### src/rtl/rhythm_pkg.sv
// Shared types and constants for the rhythm-game score keeper.
// Holds the game-state encoding, keycodes, saturation limits and bus widths.
package rhythm_pkg;

  typedef enum logic [1:0] {
    ST_IDLE = 2'b00,
    ST_PLAY = 2'b01,
    ST_DONE = 2'b10
  } game_state_e;

  localparam logic [7:0] KEY_START = 8'h2c;
  localparam logic [7:0] KEY_RESET = 8'h01;

  localparam int unsigned SCORE_MAX = 9999;
  localparam int unsigned COMBO_MAX = 255;

  localparam int unsigned SCORE_W   = 14;
  localparam int unsigned BCD_W     = 16;
  localparam int unsigned COMBO_W   = 8;
  localparam int unsigned FRAME_W   = 12;
  localparam int unsigned KEY_W     = 8;
  localparam int unsigned STATE_W   = 2;
  localparam int unsigned SUM_W     = 24;

endpackage

### src/rtl/score_keeper_if.sv
// Game-side bus of the score keeper: keyboard and dropper lanes in,
// score, combo and game status out.
interface score_keeper_if #(
  parameter int unsigned LANES = 16
);

  logic [7:0]       keycode;
  logic [LANES-1:0] hit_vec;
  logic [LANES-1:0] miss_vec;
  logic [13:0]      score;
  logic [15:0]      score_bcd;
  logic [7:0]       combo;
  logic [7:0]       max_combo;
  logic [1:0]       game_state;
  logic             game_over;

  modport master (
    output keycode, hit_vec, miss_vec,
    input  score, score_bcd, combo, max_combo, game_state, game_over
  );

  modport slave (
    input  keycode, hit_vec, miss_vec,
    output score, score_bcd, combo, max_combo, game_state, game_over
  );

endinterface

### src/rtl/score_keeper_bcd.sv
// Combinational binary-to-BCD converter (double-dabble) for the score display.
// Inputs above 9999 are never presented; the fifth digit is therefore dropped.
module score_bcd
  import rhythm_pkg::*;
(
  input  logic [SCORE_W-1:0] i_bin,
  output logic [BCD_W-1:0]   o_bcd
);

  localparam int unsigned DD_W   = SCORE_W + BCD_W;
  localparam int unsigned DIGITS = BCD_W / 4;

  logic [DD_W-1:0] w_dd;

  // Add-3-then-shift on every digit that would overflow past 9 after doubling.
  always_comb begin
    w_dd = '0;
    w_dd[SCORE_W-1:0] = i_bin;
    for (int unsigned i = 0; i < SCORE_W; i++) begin
      for (int unsigned d = 0; d < DIGITS; d++) begin
        if (w_dd[SCORE_W + 4*d +: 4] >= 4'd5) begin
          w_dd[SCORE_W + 4*d +: 4] = w_dd[SCORE_W + 4*d +: 4] + 4'd3;
        end
      end
      w_dd = w_dd << 1;
    end
    o_bcd = w_dd[SCORE_W +: BCD_W];
  end

endmodule

### src/rtl/score_keeper.sv
// Rhythm-game score keeper: game FSM, per-lane rise detection, saturating
// score/combo/max-combo registers and BCD score output.
module score_keeper
  import rhythm_pkg::*;
#(
  parameter int unsigned LANES       = 16,
  parameter int unsigned SONG_FRAMES = 3000,
  parameter int unsigned HIT_POINTS  = 10
) (
  input  logic           frame_clk,
  input  logic           Reset,
  score_keeper_if.slave  bus
);

  localparam int unsigned CNT_W = $clog2(LANES + 1);
  localparam logic [FRAME_W-1:0] LAST_FRAME = FRAME_W'(SONG_FRAMES - 1);

  game_state_e r_state;
  game_state_e w_state_next;
  logic        w_start;
  logic        w_play;

  logic [FRAME_W-1:0] r_frame_cnt;
  logic [LANES-1:0]   r_prev_hit;
  logic [LANES-1:0]   r_prev_miss;
  logic [LANES-1:0]   w_hit_rise;
  logic [LANES-1:0]   w_miss_rise;
  logic               w_any_miss;
  logic [CNT_W-1:0]   w_new_hits;

  logic [SUM_W-1:0]   w_score_sum;
  logic [SUM_W-1:0]   w_combo_sum;
  logic [SCORE_W-1:0] r_score;
  logic [SCORE_W-1:0] w_score_next;
  logic [COMBO_W-1:0] r_combo;
  logic [COMBO_W-1:0] w_combo_next;
  logic [COMBO_W-1:0] r_max_combo;
  logic [COMBO_W-1:0] w_max_next;
  logic               r_game_over;
  logic [BCD_W-1:0]   w_bcd;

  // Game state register.
  always_ff @(posedge frame_clk) begin
    if (Reset) begin
      r_state <= ST_IDLE;
    end else begin
      r_state <= w_state_next;
    end
  end

  // Next-state decode; w_start flags the IDLE->PLAY edge that clears the game.
  always_comb begin
    w_state_next = r_state;
    w_start      = 1'b0;
    w_play       = 1'b0;
    unique case (r_state)
      ST_IDLE: begin
        if (bus.keycode == KEY_START) begin
          w_state_next = ST_PLAY;
          w_start      = 1'b1;
        end
      end
      ST_PLAY: begin
        w_play = 1'b1;
        if (r_frame_cnt == LAST_FRAME) begin
          w_state_next = ST_DONE;
        end
      end
      ST_DONE: begin
        if (bus.keycode == KEY_RESET) begin
          w_state_next = ST_IDLE;
        end
      end
      default: begin
        w_state_next = ST_IDLE;
      end
    endcase
  end

  // Rising edges per lane; a lane that hits and misses together counts as a hit.
  always_comb begin
    w_hit_rise  = bus.hit_vec & ~r_prev_hit;
    w_miss_rise = bus.miss_vec & ~r_prev_miss & ~w_hit_rise;
    w_any_miss  = |w_miss_rise;
    w_new_hits  = '0;
    for (int unsigned i = 0; i < LANES; i++) begin
      w_new_hits = w_new_hits + CNT_W'(w_hit_rise[i]);
    end
  end

  // Saturating score/combo arithmetic; a miss restarts combo before adding hits.
  always_comb begin
    w_score_sum = SUM_W'(r_score) + SUM_W'(HIT_POINTS) * SUM_W'(w_new_hits);
    w_combo_sum = (w_any_miss ? '0 : SUM_W'(r_combo)) + SUM_W'(w_new_hits);

    w_score_next = (w_score_sum > SUM_W'(SCORE_MAX)) ? SCORE_W'(SCORE_MAX)
                                                     : w_score_sum[SCORE_W-1:0];
    w_combo_next = (w_combo_sum > SUM_W'(COMBO_MAX)) ? COMBO_W'(COMBO_MAX)
                                                     : w_combo_sum[COMBO_W-1:0];
    w_max_next   = (w_combo_next > r_max_combo) ? w_combo_next : r_max_combo;
  end

  // Lane history is tracked in every state so held lanes never look new in PLAY.
  always_ff @(posedge frame_clk) begin
    if (Reset) begin
      r_prev_hit  <= '0;
      r_prev_miss <= '0;
    end else begin
      r_prev_hit  <= bus.hit_vec;
      r_prev_miss <= bus.miss_vec;
    end
  end

  always_ff @(posedge frame_clk) begin
    if (Reset) begin
      r_frame_cnt <= '0;
    end else if (w_start) begin
      r_frame_cnt <= '0;
    end else if (w_play) begin
      r_frame_cnt <= r_frame_cnt + FRAME_W'(1);
    end
  end

  // Scoring registers: cleared on game start, updated only while playing.
  always_ff @(posedge frame_clk) begin
    if (Reset) begin
      r_score     <= '0;
      r_combo     <= '0;
      r_max_combo <= '0;
    end else if (w_start) begin
      r_score     <= '0;
      r_combo     <= '0;
      r_max_combo <= '0;
    end else if (w_play) begin
      r_score     <= w_score_next;
      r_combo     <= w_combo_next;
      r_max_combo <= w_max_next;
    end
  end

  always_ff @(posedge frame_clk) begin
    if (Reset) begin
      r_game_over <= 1'b0;
    end else begin
      r_game_over <= (w_state_next == ST_DONE);
    end
  end

  score_bcd u_bcd (
    .i_bin (r_score),
    .o_bcd (w_bcd)
  );

  assign bus.score      = r_score;
  assign bus.score_bcd  = w_bcd;
  assign bus.combo      = r_combo;
  assign bus.max_combo  = r_max_combo;
  assign bus.game_state = STATE_W'(r_state);
  assign bus.game_over  = r_game_over;

endmodule

### src/flat_wrapper.sv
// flat-port wrapper written by rule: the top's interface ports become plain ports
module score_keeper_flat import rhythm_pkg::*;
#(
  parameter int unsigned LANES       = 16,
  parameter int unsigned SONG_FRAMES = 3000,
  parameter int unsigned HIT_POINTS  = 10
)
  (frame_clk, Reset, bus_keycode, bus_hit_vec, bus_miss_vec, bus_score, bus_score_bcd, bus_combo, bus_max_combo, bus_game_state, bus_game_over);
  score_keeper_if #(.LANES(LANES)) bus_i ();
  input  logic frame_clk;
  input  logic Reset;
  input wire logic [$bits(bus_i.keycode)-1:0] bus_keycode;
  input wire logic [$bits(bus_i.hit_vec)-1:0] bus_hit_vec;
  input wire logic [$bits(bus_i.miss_vec)-1:0] bus_miss_vec;
  output wire logic [$bits(bus_i.score)-1:0] bus_score;
  output wire logic [$bits(bus_i.score_bcd)-1:0] bus_score_bcd;
  output wire logic [$bits(bus_i.combo)-1:0] bus_combo;
  output wire logic [$bits(bus_i.max_combo)-1:0] bus_max_combo;
  output wire logic [$bits(bus_i.game_state)-1:0] bus_game_state;
  output wire logic [$bits(bus_i.game_over)-1:0] bus_game_over;
  assign bus_i.keycode = bus_keycode;
  assign bus_i.hit_vec = bus_hit_vec;
  assign bus_i.miss_vec = bus_miss_vec;
  assign bus_score = bus_i.score;
  assign bus_score_bcd = bus_i.score_bcd;
  assign bus_combo = bus_i.combo;
  assign bus_max_combo = bus_i.max_combo;
  assign bus_game_state = bus_i.game_state;
  assign bus_game_over = bus_i.game_over;
  score_keeper #(.LANES(LANES), .SONG_FRAMES(SONG_FRAMES), .HIT_POINTS(HIT_POINTS)) u_core (.frame_clk(frame_clk), .Reset(Reset), .bus(bus_i));
endmodule
### config.mk
export PLATFORM = sky130hd
export DESIGN_NAME = score_keeper_flat
export DESIGN_NICKNAME = d
export VERILOG_FILES = /design/src/rtl/rhythm_pkg.sv /design/src/rtl/score_keeper_if.sv /design/src/rtl/score_keeper_bcd.sv /design/src/rtl/score_keeper.sv /design/src/flat_wrapper.sv
export SDC_FILE = /design/constraint.sdc
export NUM_CORES = 1
export LEC_CHECK = 0
export ABC_AREA = 1
export CORE_MARGIN = 5
export CORE_UTILIZATION = 48
export DETAILED_ROUTE_END_ITERATION = 6
export DONT_BUFFER_PORTS = 1
export GPL_TIMING_DRIVEN = 0
export HOLD_SLACK_MARGIN = 0.06
export PLACE_DENSITY_LB_ADDON = 0.15
export SYNTH_ARGS = -nofsm -noshare
export SYNTH_HDL_FRONTEND = slang
export SYNTH_SLANG_ARGS = --single-unit
### constraint.sdc
create_clock -name frame_clk -period 10 [get_ports frame_clk]
set_clock_uncertainty 0.1 [all_clocks]
set_input_delay 2 -clock frame_clk [delete_from_list [all_inputs] [get_ports frame_clk]]
set_output_delay 2 -clock frame_clk [all_outputs]
set_load 0.005 [all_outputs]
==> results of run 1 <==
## sequential cells by signal, summed over array words and instances, names as in the netlist
signal,count
u_core.bus.max_combo,8
u_core.r_frame_cnt,12
u_core.r_prev_miss,16
u_core.bus.game_over,1
u_core.bus.score,14
u_core.r_prev_hit,16
u_core.bus.game_state,2
u_core.bus.combo,8
## cell type report
cell class                 count  area [µm²]  share of cell area [%]
multi-input combinational    747        4587                   60.30
sequential                    77        1546                   20.33
inverter                     205       769.5                   10.12
clock buffer                   9       225.2                   2.961
tap                          180       225.2                   2.961
clock inverter                 7       122.6                   1.612
timing repair buffer           9       67.56                  0.8882
buffer                        15       63.81                  0.8388
## repair_timing
action,4_1_cts,5_1_grt
pin swaps,0,13
setup buffers,0,9
endpoints found under the setup margin,3,7
gates resized for setup,9,19
hold buffers,0,0
## Yosys cell counts, types with 21 or more instances
cell type / instances / area share, %
a21oi_1: 52 / 3.8
dfxtp_1: 77 / 23
ha_1: 57 / 10
inv_1: 193 / 11
nand2_1: 221 / 12
nand2_2: 59 / 5.4
nand3_1: 66 / 4.8
nand3_2: 21 / 3.1
nand4_1: 23 / 2.1
nor2_1: 85 / 4.7
nor3_1: 23 / 1.7
o21ai_0: 34 / 2.5
xor2_1: 27 / 3.5
## cell usage in the layout (no fill, tap or decap), types with 3 or more instances in the layout
| master | synthesis | final |
|---|---|---|
| nand2_1 | 221 | 218 |
| inv_1 | 193 | 193 |
| nor2_1 | 85 | 85 |
| dfxtp_1 | 77 | 75 |
| nand3_1 | 66 | 64 |
| nand2_2 | 59 | 60 |
| ha_1 | 57 | 50 |
| a21oi_1 | 52 | 49 |
| o21ai_0 | 34 | 33 |
| xor2_1 | 27 | 25 |
| nor3_1 | 23 | 23 |
| nand4_1 | 23 | 23 |
| nand3_2 | 21 | 23 |
| clkbuf_1 | 13 | 13 |
| fa_1 | 13 | 13 |
| buf_4 | 2 | 11 |
| inv_2 | 11 | 11 |
| clkbuf_16 | 0 | 9 |
| nand2_4 | 5 | 7 |
| o211ai_1 | 7 | 7 |
| ha_2 | 0 | 7 |
| o21ai_1 | 5 | 6 |
| nand3b_1 | 6 | 6 |
| or2_2 | 5 | 5 |
| nor4_1 | 5 | 5 |
| xnor2_1 | 5 | 5 |
| o21ai_2 | 5 | 5 |
| nor3b_1 | 3 | 3 |
| o21a_1 | 3 | 3 |
| bufinv_16 | 0 | 3 |
## per-stage QoR
stage	setup slack, ns	area [µm²]	std cells	hold WS [ns]
after floorplan	0.6952	6844	1044	0.3367
after global placement	-0.1663	7069	1224	0.3568
after detailed placement	-0.2524	7069	1224	0.3662
after CTS	0.01303	7458	1240	0.3778
after global routing	-0.04603	7607	1249	0.3892
final	0.5517	7607	1249	0.3781
## kinds of logic after synthesis
group | after synthesis | share of synthesized area, %
flip-flops | 77 | 22.52
AO/OA/AOI/OAI | 119 | 9.890
AND/OR/NAND/NOR | 525 | 36.86
buffers and inverters | 220 | 12.18
XOR/XNOR | 33 | 4.333
adder cells (fa/ha/maj) | 70 | 14.22
## worst min-delay path, delay by kind of cell, from the launching register on
family / cells / cell delay (ns)
flip-flops: 1 / 0.29
AO/OA/AOI/OAI: 1 / 0.06
buffers and inverters: 1 / 0.08
## power breakdown
group	internal, mW	switching, mW	leakage [nW]
combinational	0.238	0.349	3.46
sequential	0.314	0.00298	0.630
clock	0.245	0.129	0.162
total	0.797	0.482	4.25
## routing by layer
layer	GRT usage, %	routed length [µm]	up-vias
met5	0	0	-
met4	4.768	131	0
met3	4.040	660	7
met2	31.65	7009	61
met1	20.55	6360	2715
li1	-	-	3353
## worst max path at each step
stage / start / endpoint / slack [ns] / cells after the start
2_1_floorplan: u_core.bus.score[12]$_SDFFE_PP0P_ / bus_score_bcd[14] / 0.70 / 54
3_3_place_gp: u_core.bus.score[12]$_SDFFE_PP0P_ / bus_score_bcd[14] / -0.17 / 54
3_5_place_dp: u_core.bus.score[12]$_SDFFE_PP0P_ / bus_score_bcd[14] / -0.25 / 54
4_1_cts: u_core.bus.score[12]$_SDFFE_PP0P_ / bus_score_bcd[14] / 0.01 / 57
5_1_grt: u_core.bus.score[12]$_SDFFE_PP0P_ / bus_score_bcd[14] / -0.05 / 59
6_report: u_core.bus.score[12]$_SDFFE_PP0P_ / bus_score_bcd[14] / 0.55 / 57
==> flow_metrics.env, run 1 <==
export IMPL_cts_made_buffers=9
export IMPL_endpoint_kind="output pin"
export IMPL_grt_pass1_vias=5798
export IMPL_mappedNetlistNets=1156
export IMPL_worstHoldStart="u_core.r_frame_cnt[11]$_SDFFE_PP0P_"
export IMPL_status="complete, no violations"
export IMPL_reg2reg_depth=32
export IMPL_drt_iter0_drc=201
export IMPL_hold_violations=0
export IMPL_synth_warnings=0
export IMPL_rrSetupSlack_ns=2.13
export IMPL_area_delta_synth_final_pct=11.15
export IMPL_clk_pin_slew_ns=0.06
export IMPL_seq_area_frac_synth_pct=22.52
export IMPL_slowest_delay_ns=0.41
export IMPL_path_buf_inv=7
export IMPL_whs_endpoint="u_core.r_frame_cnt[11]$_SDFFE_PP0P_"
export IMPL_ys_flop_type="dfxtp_1"
export IMPL_tightest_slew_ns=0.6349
export IMPL_syn_inst=1044
export IMPL_cts_max_level=3
export IMPL_synth_area_um2=6844
export IMPL_grt_overflow_total=0
export IMPL_period_share_pct=94.48
export IMPL_hpwl_mm=11.49
export IMPL_reg2reg_from="u_core.r_prev_hit[1]$_SDFF_PP0_"
export IMPL_gp_congestion=0.8057
export IMPL_vias_per_cell=4.913
export IMPL_required_ns=7.90
export IMPL_hold_depth=2
export IMPL_setup_viol=0
export IMPL_cap_violations=0
export IMPL_die_w_um=129.4
export IMPL_grt_antenna_before_repair=0
export IMPL_fin_crit_ns=9.448
export IMPL_die_h_um=129.4
export IMPL_reg2reg_to="u_core.bus.score[9]$_SDFFE_PP0P_"
export IMPL_ys_seq_elements=77
export IMPL_cts_tree="done"
export IMPL_core_area_um2=13930
export IMPL_diodes=0
export IMPL_drive_above_1_share_pct=14.50
export IMPL_ys_types=42
export IMPL_n_fill_cell=1406
export IMPL_dieArea_um2=16750
export IMPL_crit_slowest_cell="dfxtp_4"
export IMPL_power_density_nw_per_um2=168.1
export IMPL_drc=0
export IMPL_cts_sinks=77
export IMPL_grt_max_degree=15
export IMPL_final_antenna_net_count=0
export IMPL_clock_root_buffer="clkbuf_16"
export IMPL_row_count=43
export IMPL_numPortBuffers=0
export IMPL_vias=6136
export IMPL_finalSetupTns_ns=0
export IMPL_maxSlewHeadroom_pct=57.67
export IMPL_async_reset_ff_share_pct=0
export IMPL_crit_path_start_kind="flop"
export IMPL_wl_per_cell_um=11.34
export IMPL_io_pins=91
export IMPL_p_leak_nw=4.251
export IMPL_grtUsageTotal_pct=17.41
export IMPL_crit_type="flop to output pin"
export IMPL_first_pass_iters=4
export IMPL_vdd_drop_max_mv=0.1592
export IMPL_power_mw=1.279
export IMPL_synth_edf_count=0
export IMPL_start_util_pct=49.12
export IMPL_cpLargestDelayFamily="simple AND/OR/NAND/NOR gates"
export IMPL_wl_mm=14.16
export IMPL_critPathMaxFanout=8
export IMPL_cp_common_cell="nand2_1"
export IMPL_fin_util_pct=54.59
export IMPL_clk_latency_ns=0.34
export IMPL_critical_path_arrival_ns=7.35
export IMPL_cts_buffer_depth=2
export IMPL_avgSynthCellArea_um2=6.556
export IMPL_hold_path_class="flop to flop"
export IMPL_grt_pass1_wl_mm=24.58
export IMPL_max_freq_mhz=105.8
export IMPL_drv_slew=0
export IMPL_layout_nets=1176
No activity file was read; power rests on OpenSTA's default activity.
==> run 2: changes to the inputs <==
Settings changed: ABC_CLOCK_PERIOD_IN_PS set to 10000, GPL_ROUTABILITY_DRIVEN set to 0, SYNTH_HIERARCHICAL set to 1.
==> flow_metrics.env, run 2 <==
export IMPL_endpoint_kind="output pin"
export IMPL_clk_pin_slew_ns=0.07
export IMPL_final_common_cell="nand2_1"
export IMPL_seq_area_frac_synth_pct=21.05
export IMPL_synth_most_common_cell="nand2_1"
export IMPL_grt_overflow_total=0
export IMPL_final_antenna_net_count=0
export IMPL_worstHoldStart="u_core/r_frame_cnt[5]$_SDFFE_PP0P_"
export IMPL_required_ns=7.90
export IMPL_placedCellCount=1334
export IMPL_drive_above_1_share_pct=19.41
export IMPL_io_pins=91
export IMPL_register_area_um2=1546
export IMPL_max_freq_mhz=104.9
export IMPL_vias_per_cell=4.904
export IMPL_finalSetupTns_ns=0
export IMPL_slowest_delay_ns=0.40
export IMPL_fin_area_um2=8348
export IMPL_start_util_pct=48.54
export IMPL_cts_made_buffers=9
export IMPL_mappedNetlistNets=1257
export IMPL_hold_violations=0
export IMPL_crit_slowest_cell="dfxtp_4"
export IMPL_vias=6709
export IMPL_cpLargestDelayFamily="simple AND/OR/NAND/NOR gates"
export IMPL_synth_largest_area_cell="dfxtp_1"
export IMPL_ys_flop_type="dfxtp_1"
export IMPL_reg2reg_from="u_core/r_prev_hit[13]$_SDFF_PP0_"
export IMPL_synth_area_leaders="dfxtp_1 (21%), nand2_1 (14%), inv_1 (11%)"
export IMPL_cts_max_level=3
export IMPL_grt_max_degree=15
export IMPL_syn_inst=1146
export IMPL_core_area_um2=15090
export IMPL_ys_seq_elements=77
export IMPL_hold_path_class="flop to flop"
export IMPL_fin_cells=1368
export IMPL_vdd_drop_max_mv=0.1608
export IMPL_crit_type="flop to output pin"
export IMPL_yosysTopAreaCellShare_pct=21.05
export IMPL_fin_crit_ns=9.529
export IMPL_period_share_pct=95.29
export IMPL_synth_edf_count=0
export IMPL_tightest_slew_ns=0.5992
export IMPL_first_pass_iters=4
export IMPL_cp_common_cell="nand2_2"
export IMPL_grt_pass1_vias=6163
export IMPL_clock_root_buffer="clkbuf_16"
export IMPL_layout_nets=1286
export IMPL_most_common_layout_cells="nand2_1 (250), inv_1 (215), nor2_1 (102), nand3_1 (80), dfxtp_1 (75)"
export IMPL_synthTopCellsByCount="nand2_1 (268), inv_1 (220), nor2_1 (104), nand3_1 (85), dfxtp_1 (77)"
export IMPL_grt_antenna_before_repair=0
export IMPL_cts_sinks=77
export IMPL_critPathMaxFanout=8
export IMPL_n_fill_cell=1536
export IMPL_wl_mm=15.79
export IMPL_async_reset_ff_share_pct=0
export IMPL_ys_types=46
export IMPL_drv_slew=0
export IMPL_die_h_um=133.5
export IMPL_hpwl_mm=12.57
export IMPL_cts_tree="done"
export IMPL_power_mw=1.425
export IMPL_clk_latency_ns=0.34
export IMPL_synth_warnings=6
export IMPL_synth_area_um2=7325
export IMPL_diodes=0
export IMPL_row_count=45
export IMPL_cts_buffer_depth=2
export IMPL_grt_pass1_wl_mm=26.54
export IMPL_status="complete, no violations"
export IMPL_wl_per_cell_um=11.54
export IMPL_p_leak_nw=4.857
export IMPL_grtUsageTotal_pct=17.45
export IMPL_area_delta_synth_final_pct=13.97
export IMPL_maxSlewHeadroom_pct=60.06
export IMPL_dpl_cell_area_um2=7560
export IMPL_multi_input_area_um2=5170
export IMPL_dieArea_um2=17830
export IMPL_die_w_um=133.5
export IMPL_worstSetupStartpoint="u_core/bus.score[12]$_SDFFE_PP0P_"
export IMPL_critical_path_arrival_ns=7.43
export IMPL_numPortBuffers=0
export IMPL_cap_violations=0
export IMPL_drc=0
export IMPL_path_buf_inv=11
export IMPL_drt_iter0_drc=247
export IMPL_fin_hold_ws_ns=0.3635
export IMPL_crit_path_start_kind="flop"
export IMPL_avgSynthCellArea_um2=6.391
export IMPL_power_density_nw_per_um2=170.7
export IMPL_setup_viol=0
run 2: timing repair:
action | CTS | global route
pin swaps | 4 | 31
setup endpoints to repair | 7 | 11
hold buffers | 0 | 0
gates resized for setup | 16 | 63
setup buffers | 3 | 15
run 2: tightest hold or removal path, cell delays in order (launching register included):
cell,delay (ns)
dfxtp_1,0.31
inv_1,0.06
a21oi_1,0.05
run 2: logic make-up (layout without fill, tap and decap cells):
| kind of cell | count (synthesis) | in the layout | share of synthesized area (%) |
|---|---|---|---|
| xor gates and xnor gates | 23 | 23 | 2.955 |
| and+or+nand+nor | 617 | 617 | 41.36 |
| AOI/OAI and AO/OA | 115 | 115 | 8.883 |
| DFF | 77 | 77 | 21.05 |
| buffers and inverters | 245 | 279 | 12.64 |
| adders and majority gates | 69 | 69 | 13.12 |
run 2: cell type report:
type / instances / share of cell area, %
repair buffers: 18 / 1.619
clock inverters: 6 / 1.124
well taps: 188 / 2.818
flip-flops and latches: 77 / 18.53
plain buffers: 13 / 0.6595
multi-input cells: 824 / 61.93
clock buffers: 10 / 2.863
inverters: 232 / 10.46
run 2: worst paths after layout:
path / to / slack, ns / cells after the start
max reg2reg: u_core/bus.score[3]$_SDFFE_PP0P_ / 3.49 / 29
min reg2reg: u_core/r_frame_cnt[5]$_SDFFE_PP0P_ / 0.36 / 2
min: u_core/r_frame_cnt[5]$_SDFFE_PP0P_ / 0.36 / 2
max: bus_score_bcd[14] / 0.47 / 63
run 2: routing by layer:
layer  global-route usage (%)  wire, µm
met1                    21.07      7202
met2                    31.43      7790
met3                    4.003       696
met4                    4.114        98
met5                        0         0
run 2: where the power goes:
group | internal (mW) | total (mW) | switching (mW)
registers | 0.314 | 0.318 | 0.00322
clock network | 0.228 | 0.363 | 0.135
logic | 0.284 | 0.745 | 0.461
run 2: per-stage QoR:
step,worst slack (ns),utilization [%]
2_1_floorplan,0.5348,-
3_3_place_gp,-0.2761,50.10
3_5_place_dp,-0.3238,50.10
4_1_cts,0.004396,52.86
5_1_grt,-0.1628,55.32
6_report,0.4712,55.32
==> run 3: changes to the inputs <==
Settings changed: ABC_CLOCK_PERIOD_IN_PS 10000 to 9200, CORE_ASPECT_RATIO set to 0.6.
Clock period 10 ns to 9.2 ns, I/O delays scaled along.
==> flow_metrics.env, run 3 (same netlist as run 2, synthesis figures left out) <==
export IMPL_status="finished with violations"
export IMPL_violations="negative setup slack"
export IMPL_first_pass_iters=5
export IMPL_crit_type="flop to output pin"
export IMPL_fin_crit_ns=9.339
export IMPL_cts_sinks=77
export IMPL_grt_pass1_wl_mm=29.64
export IMPL_dr_wl_met3_um=937
export IMPL_hpwl_mm=13.28
export IMPL_crit_slowest_cell="dfxtp_4"
export IMPL_worstSetupStartpoint="u_core/bus.score[12]$_SDFFE_PP0P_"
export IMPL_hold_violations=0
export IMPL_slowest_delay_ns=0.41
export IMPL_dieArea_um2=17910
export IMPL_critical_path_arrival_ns=7.40
export IMPL_final_antenna_net_count=0
export IMPL_maxSlewHeadroom_pct=58.52
export IMPL_power_density_nw_per_um2=173.2
export IMPL_clk_pin_slew_ns=0.06
export IMPL_endpoint_kind="output pin"
export IMPL_cts_buffer_depth=2
export IMPL_crit_path_start_kind="flop"
export IMPL_fin_ws_ns=-0.1391
export IMPL_drive_above_1_share_pct=25.80
export IMPL_p_leak_nw=5.250
export IMPL_cp_common_cell="nand2_4"
export IMPL_wl_per_cell_um=12.62
export IMPL_vias_per_cell=4.931
export IMPL_area_delta_synth_final_pct=24.97
export IMPL_final_common_cell="nand2_1"
export IMPL_worstHoldStart="u_core/r_frame_cnt[5]$_SDFFE_PP0P_"
export IMPL_grt_pass1_vias=6412
export IMPL_fin_hold_ws_ns=0.3773
export IMPL_fin_cells=1424
export IMPL_cts_made_buffers=9
export IMPL_core_area_um2=15150
export IMPL_grt_antenna_before_repair=0
export IMPL_drt_iter0_drc=364
export IMPL_io_pins=91
export IMPL_clk_latency_ns=0.34
export IMPL_grtUsageTotal_pct=19.57
export IMPL_most_common_layout_cells="nand2_1 (233), inv_1 (208), nor2_1 (99), dfxtp_1 (75), nand3_1 (73)"
export IMPL_die_w_um=169.5
export IMPL_grt_max_degree=15
export IMPL_highest_layer="met4"
export IMPL_fin_area_um2=9154
export IMPL_critPathMaxFanout=8
export IMPL_required_ns=7.26
export IMPL_period_share_pct=101.5
export IMPL_wl_met2_mm=7.059
export IMPL_cts_hold_buffers=0
export IMPL_diodes=0
export IMPL_reg2reg_from="u_core/r_prev_hit[13]$_SDFF_PP0_"
export IMPL_vias=7022
export IMPL_cap_violations=0
export IMPL_numPortBuffers=0
export IMPL_cts_tree="done"
export IMPL_layout_nets=1327
export IMPL_cts_max_level=3
export IMPL_max_freq_mhz=107.1
export IMPL_clock_root_buffer="clkbuf_16"
export IMPL_grt_overflow_total=0
export IMPL_wl_met1_mm=9.790
export IMPL_drc=0
export IMPL_vdd_drop_max_mv=0.1799
export IMPL_grt_setup_unrepaired="true"
export IMPL_tightest_slew_ns=0.6221
export IMPL_wl_mm=17.97
export IMPL_drv_slew=0
export IMPL_die_h_um=105.7
export IMPL_placedCellCount=1349
export IMPL_hold_path_class="flop to flop"
export IMPL_start_util_pct=48.34
export IMPL_dpl_cell_area_um2=7584
export IMPL_row_count=35
export IMPL_setup_viol=2
## run 3: per-stage QoR
step / worst slack, ns / total power, mW / util, % / setup TNS, ns
finish: -0.1391 / 1.585 / 60.41 / -0.2556
global route: -0.5195 / 1.723 / 60.41 / -2.451
CTS: 0.01428 / 1.584 / 55.73 / 0
detailed placement: -0.9162 / 1.168 / 50.05 / -3.148
global placement: -0.8501 / 1.164 / 50.05 / -2.716
floorplan: 0.06109 / 0.9979 / - / 0
## run 3: power breakdown
group          internal, mW  total [mW]  switching (mW)  leakage (nW)
sequential            0.341       0.345         0.00355         0.631
combinational         0.315       0.830           0.515          4.45
clock                 0.266       0.410           0.144         0.166
## run 3: final cells by class
cell class | instances | area (µm²)
plain buffers | 13 | 55.05
clock buffers | 9 | 225.2
clock inverters | 7 | 123.9
fillers | 1429 | 5998
inverters | 232 | 878.3
multi-input cells | 824 | 5590
flip-flops and latches | 77 | 1549
well taps | 203 | 254.0
repair buffers | 59 | 478.0
## run 3: what timing repair did
item | in CTS | in global routing
endpoints found under the setup margin | 11 | 11
gates resized for setup | 66 | 112
pin swaps | 32 | 75
buffers inserted | 33 | 26
## run 3: final timing paths
| kind | end | cells past startpoint | slack [ns] |
|---|---|---|---|
| max | bus_score_bcd[14] | 60 | -0.14 |
| min | u_core/r_frame_cnt[5]$_SDFFE_PP0P_ | 2 | 0.38 |
| max reg2reg | u_core/bus.score[10]$_SDFFE_PP0P_ | 29 | 2.48 |
| min reg2reg | u_core/r_frame_cnt[5]$_SDFFE_PP0P_ | 2 | 0.38 |
## run 3: worst max-delay path: cells and delay by family, from the launching register on
| kind | cells | cell delay, ns |
|---|---|---|
| xor gates and xnor gates | 1 | 0.20 |
| DFF | 1 | 0.41 |
| AOI/OAI and AO/OA | 6 | 0.90 |
| adders and majority gates | 7 | 1.13 |
| and+or+nand+nor | 29 | 2.81 |
| buffers and inverters | 17 | 1.60 |
## run 3: per-layer routing
metal	GRT usage, %	vias up
met3	4.685	16
met4	3.848	0
met2	26.82	164
li1	-	3720
met1	30.61	3122
met5	0	-
